### config.mk
export PLATFORM = sky130hd
export DESIGN_NAME = program_memory_arbiter
export DESIGN_NICKNAME = d
export VERILOG_FILES = /design/src/rtl/mem_sys_pkg.sv /design/src/rtl/rr_arbiter2.sv /design/src/rtl/program_memory_arbiter.sv
export SDC_FILE = /design/constraint.sdc
export NUM_CORES = 1
export LEC_CHECK = 0
export CORE_UTILIZATION = 14
export DETAILED_ROUTE_END_ITERATION = 7
export GPL_TIMING_DRIVEN = 0
export PLACE_DENSITY_LB_ADDON = 0.25
export SLEW_MARGIN = 10
export SYNTH_ARGS = -nofsm -noshare
export SYNTH_HDL_FRONTEND = slang
export SYNTH_SLANG_ARGS = --single-unit
### constraint.sdc
create_clock -name Clk_i -period 1 [get_ports Clk_i]
set_input_delay 0.15 -clock Clk_i [delete_from_list [all_inputs] [get_ports Clk_i]]
set_output_delay 0.15 -clock Clk_i [all_outputs]
set_load 0.01 [all_outputs]
### src/rtl/mem_sys_pkg.sv
// rtl/mem_sys_pkg.sv - shared port ids, in-flight tag and occupancy state types for the program memory path
package mem_sys_pkg;

  localparam logic PORT_FETCH = 1'b0;
  localparam logic PORT_LOAD  = 1'b1;

  localparam logic [31:0] DEFAULT_BASE_ADDR = 32'h0040_0000;

  typedef struct packed {
    logic valid;
    logic port;
    logic err;
  } tag_t;

  typedef enum logic {
    IDLE   = 1'b0,
    ACTIVE = 1'b1
  } state_t;

endpackage

### src/rtl/rr_arbiter2.sv
// rtl/rr_arbiter2.sv - two-requester round-robin arbiter; a tie goes to the port not granted last
module rr_arbiter2
  import mem_sys_pkg::*;
(
  input  logic [1:0] req,
  input  logic       last_q,
  output logic [1:0] gnt
);

  always_comb begin
    gnt = 2'b00;
    case (req)
      2'b01:   gnt = 2'b01;
      2'b10:   gnt = 2'b10;
      2'b11:   gnt = (last_q == PORT_LOAD) ? 2'b01 : 2'b10;
      default: gnt = 2'b00;
    endcase
  end

endmodule

### src/rtl/program_memory_arbiter.sv
// rtl/program_memory_arbiter.sv - fetch/load sharing of one ROM read port with tagged in-flight responses
// Optional address range checking is enabled with PMA_RANGE_CHECK_EN.
module program_memory_arbiter
  import mem_sys_pkg::*;
#(
  parameter int                    DATA_WIDTH   = 32,
  parameter int                    MEMORY_DEPTH = 64,
  parameter logic [DATA_WIDTH-1:0] BASE_ADDR    = DEFAULT_BASE_ADDR,
  parameter int                    READ_LATENCY = 1
) (
  input  logic                            Clk_i,
  input  logic                            Reset_n_i,
  input  logic [1:0]                      Req_i,
  input  logic [DATA_WIDTH-1:0]           Addr0_i,
  input  logic [DATA_WIDTH-1:0]           Addr1_i,
  output logic [1:0]                      Gnt_o,
  output logic [1:0]                      Rvalid_o,
  output logic [DATA_WIDTH-1:0]           Rdata_o,
  output logic                            Err_o,
  output logic                            Mem_En_o,
  output logic [$clog2(MEMORY_DEPTH)-1:0] Mem_Addr_o,
  input  logic [DATA_WIDTH-1:0]           Mem_Data_i
);

  localparam int AW = $clog2(MEMORY_DEPTH);

  logic                  last_q;
  state_t                state_q, state_d;
  tag_t                  tag_q [READ_LATENCY];
  tag_t                  head, tail;
  logic [1:0]            arb_gnt, gnt;
  logic                  granted, range_err, pending;
  logic [DATA_WIDTH-1:0] sel_addr;

  rr_arbiter2 u_arb (
    .req    (Req_i),
    .last_q (last_q),
    .gnt    (arb_gnt)
  );

  // The grant is combinational, so it must be masked explicitly while reset is held.
  assign gnt      = Reset_n_i ? arb_gnt : 2'b00;
  assign granted  = |gnt;
  assign sel_addr = gnt[PORT_LOAD] ? Addr1_i : Addr0_i;

`ifdef PMA_RANGE_CHECK_EN
  localparam logic [DATA_WIDTH-1:0] LIMIT_ADDR = BASE_ADDR + DATA_WIDTH'(4 * MEMORY_DEPTH);
  assign range_err = (sel_addr[1:0] != 2'b00) || (sel_addr < BASE_ADDR) || (sel_addr >= LIMIT_ADDR);
`else
  assign range_err = 1'b0;
`endif

  assign Gnt_o      = gnt;
  assign Mem_En_o   = granted && !range_err;
  assign Mem_Addr_o = granted ? AW'((sel_addr - BASE_ADDR) >> 2) : '0;

  assign head = '{valid: granted, port: gnt[PORT_LOAD], err: granted && range_err};
  assign tail = tag_q[READ_LATENCY-1];

  always_ff @(posedge Clk_i) begin
    if (!Reset_n_i) begin
      for (int i = 0; i < READ_LATENCY; i++) tag_q[i] <= '0;
      last_q  <= PORT_LOAD;
      state_q <= IDLE;
    end else begin
      tag_q[0] <= head;
      for (int i = 1; i < READ_LATENCY; i++) tag_q[i] <= tag_q[i-1];
      if (granted) last_q <= gnt[PORT_LOAD];
      state_q <= state_d;
    end
  end

  // Tags that will still be in flight after this cycle's tail retires.
  always_comb begin
    pending = 1'b0;
    for (int i = 0; i < READ_LATENCY - 1; i++) pending = pending | tag_q[i].valid;
  end

  always_comb begin
    state_d = state_q;
    case (state_q)
      IDLE:    if (granted) state_d = ACTIVE;
      ACTIVE:  if (!granted && !pending) state_d = IDLE;
      default: state_d = IDLE;
    endcase
  end

  always_comb begin
    Rvalid_o = 2'b00;
    Rdata_o  = '0;
    Err_o    = 1'b0;
    if (Reset_n_i && tail.valid) begin
      Rvalid_o[tail.port] = 1'b1;
      Err_o               = tail.err;
      Rdata_o             = tail.err ? '0 : Mem_Data_i;
    end
  end

endmodule

==> run metrics, run 1 <==
Pleak just over 0.8 nW; Placer Congestion approximately 0.71; fmax 778.4 MHz; DRT antenna net count 0; die area ~3800 µm²; clk slew on worst S/H paths around 0.04 ns; WL per Instance about 15 µm; total grt overflow 0; failing checks negative setup slack; initial antenna violation count 0; syn nets about 180; max incr delay on CP ~0.39 ns; Crit path required time between 0.8 and 0.9 ns; Die X ~60 µm; crit path cell chain buf_6 -> buf_8 -> and3_4 -> buf_6; GR Layer Usage met3 4.832%; row cnt 21; Tot GR Track Use ~15%; H-tree depth 1; P per Cell Area around 590 nW/µm²; CP dominant cell by count buf_6; clock latency on the worst-skew pair roughly 0.24 ns; Synth Cell Area just under 500 µm²; Yosys top cell by area and3_1; final setup vio count 42; Final Net Count roughly 290; largest net degree at the start of global routing 11; layout cells sized above 1 a little over half; sum of negative setup slack -9.209 ns; DRC errors left 0; Antenna Cells 0; max_cap viols 0; largest cells by area after synthesis and3_1 (28%), and3_2 (17%), dfxtp_1 (12%); I/O Pins about 140; Post-Route WL 3396 µm; global-route wire length before repair between 4000 and 5000 µm; Syn Area/Cell between 6 and 7 µm²; Inst Count DP ~210; Global Route met1 Usage approximately 15%; GRT busiest layer met2; final hold slack between 0.2 and 0.3 ns; synthesis-stage register bit count 3; via count between 1k and 1.5k; setup repair after global routing missed its margin yes; slowest stage cell, crit path dfxtp_4; max-slew violation count 0; share of the synthesized area in the top cell type 27.71%; origin of the critical flop-to-flop path last_q$_SDFFE_PN1P_; via/cell ratio ~4.4; CTS Buffer Depth 2; DIE HEIGHT roughly 60 µm; Core ar. about 3400 µm²; P&R area growth vs syn 237.5%; met2 Use GR between 30 and 40%; Initial Util ~15%; Worst Path Arrival roughly 1.1 ns; CP Launch Type register; sequential area share after synthesis approximately an eighth; pre-CTS setup slack -0.7735 ns; Setup crit start tag_q[0][1]$_SDFF_PN0_; hold_sp Reset_n_i; post-synthesis cell type count 15; clock skew between 0.004 and 0.005 ns; Port Buffer Count 89; TritonCTS Buffers 3; Tmin final approximately 1.3 ns; fin worst setup slack -0.2847 ns; TritonCTS clock tree done; crit end category primary output; clk sinks 3; worst hold path class primary input to register; drt pass-1 iters 4; synth warn 0; Syn Inst Count 79; status complete, but fails checks; vias in the first global route around 900; Finished Layout Cells between 200 and 250; fin crit share 128.5%; critical path peak fanout 7; maximum vdd ir drop roughly 0.41 mV; Initial DRC Count 26; CTS root buf clkbuf_4; Setup CP Type register to primary output; DP HPWL 2344 µm; Hold Vio Cnt, Final 0
## synthesized netlist by cell type
library cell and instances:
and3_1 22, and3_2 11, buf_4 1, buf_6 2, buf_8 1, clkbuf_1 2, clkbuf_2 3, conb_1 1
dfxtp_1 3, inv_1 2, nand2_1 16, nor2_1 7, o21ai_0 1, o21ai_2 1, o22ai_1 6
## placed cells by master, fill, tap and decap left out
cell and count:
nor2_4 1, buf_4 7, dfxtp_1 1, and3_2 1
buf_6 23, and3_1 15, and3_4 17, o21ai_4 1
clkbuf_1 3, clkdlybuf4s15_1 1, nand2_1 14, nor2_1 3
clkbuf_8 5, clkdlybuf4s15_2 1, inv_1 1, nand2_4 2
nor2_2 3, dfxtp_4 2, conb_1 1, clkbuf_4 3
clkinvlp_4 1, o22ai_2 6, o21ai_0 1, buf_8 2
clkdlybuf4s50_1 44, buf_2 25
## flip-flops by register name, summed over array words and instances, names as in the netlist
register and cells:
last_q 1, tag_q 2
## cell type report
class / count / area [µm²]
buffer: 9 / 93.84
clock buffer: 4 / 26.28
fill: 346 / 1687
inverter: 2 / 11.26
multi-input combinational: 65 / 509.2
sequential: 3 / 67.56
tap: 46 / 57.56
timing repair buffer: 101 / 910.9
## worst paths after layout
kind / cells past startpoint / slack [ns] / end
setup reg to reg: 4 / 0.17 / tag_q[0][0]$_SDFF_PN0_
hold reg to reg: 2 / 0.56 / last_q$_SDFFE_PN1P_
setup / recovery: 4 / -0.28 / Rdata_o[4]
hold / removal: 3 / 0.26 / last_q$_SDFFE_PN1P_
## cell families (layout without fill, tap and decap cells)
logic type | Yosys count | count (layout) | synth area share (%)
and+or+nand+nor | 56 | 56 | 61.71
buffers and inverters | 11 | 116 | 15.11
AOI/OAI and AO/OA | 8 | 8 | 10.33
DFF | 3 | 3 | 12.09
other | 1 | 1 | 0.7549
## critical path, delay by kind of cell, from the launching register on
kind	cells	cell delay, ns
AND/OR/NAND/NOR	1	0.17
buffers and inverters	3	0.33
flip-flops	1	0.39
## through the flow
step	utilization, %	power (mW)	area (µm²)
after detailed placement	42.97	0.6570	1445
after global routing	49.85	1.050	1677
after floorplan	-	0.3114	496.7
final	49.85	0.9843	1677
after global placement	42.97	0.6516	1445
after CTS	47.43	0.9481	1595
## metal layers
metal | routed length, µm | vias up
li1 | - | 482
met1 | 1191 | 456
met2 | 1765 | 63
met3 | 427 | 2
met4 | 12 | 0
met5 | 0 | -
## report_power, final
group          switching, mW  internal (mW)
registers             0.0138          0.127
logic                  0.229          0.393
clock network         0.0704          0.150
## repair_timing
action / 4_1_cts / 5_1_grt
gates resized for setup: 233 / 15
buffers inserted: 5 / 4
setup endpoints to repair: 43 / 43
endpoints found under the hold margin: 0 / 0
gates cloned: 3 / 0
pin swaps: 22 / 5
hold buffers: 0 / 0
No activity file was read; power rests on OpenSTA's default activity.
==> inputs of run 2 (changes only) <==
--- a/config.mk
+++ b/config.mk
@@ -6,6 +6,7 @@
 export NUM_CORES = 1
 export LEC_CHECK = 0
 export CORE_UTILIZATION = 14
+export CTS_CLUSTER_SIZE = 30
 export DETAILED_ROUTE_END_ITERATION = 7
 export GPL_TIMING_DRIVEN = 0
 export PLACE_DENSITY_LB_ADDON = 0.25
==> results of run 2 <==
Same layout as run 1: the final DEF is identical, and so are final timing and power.
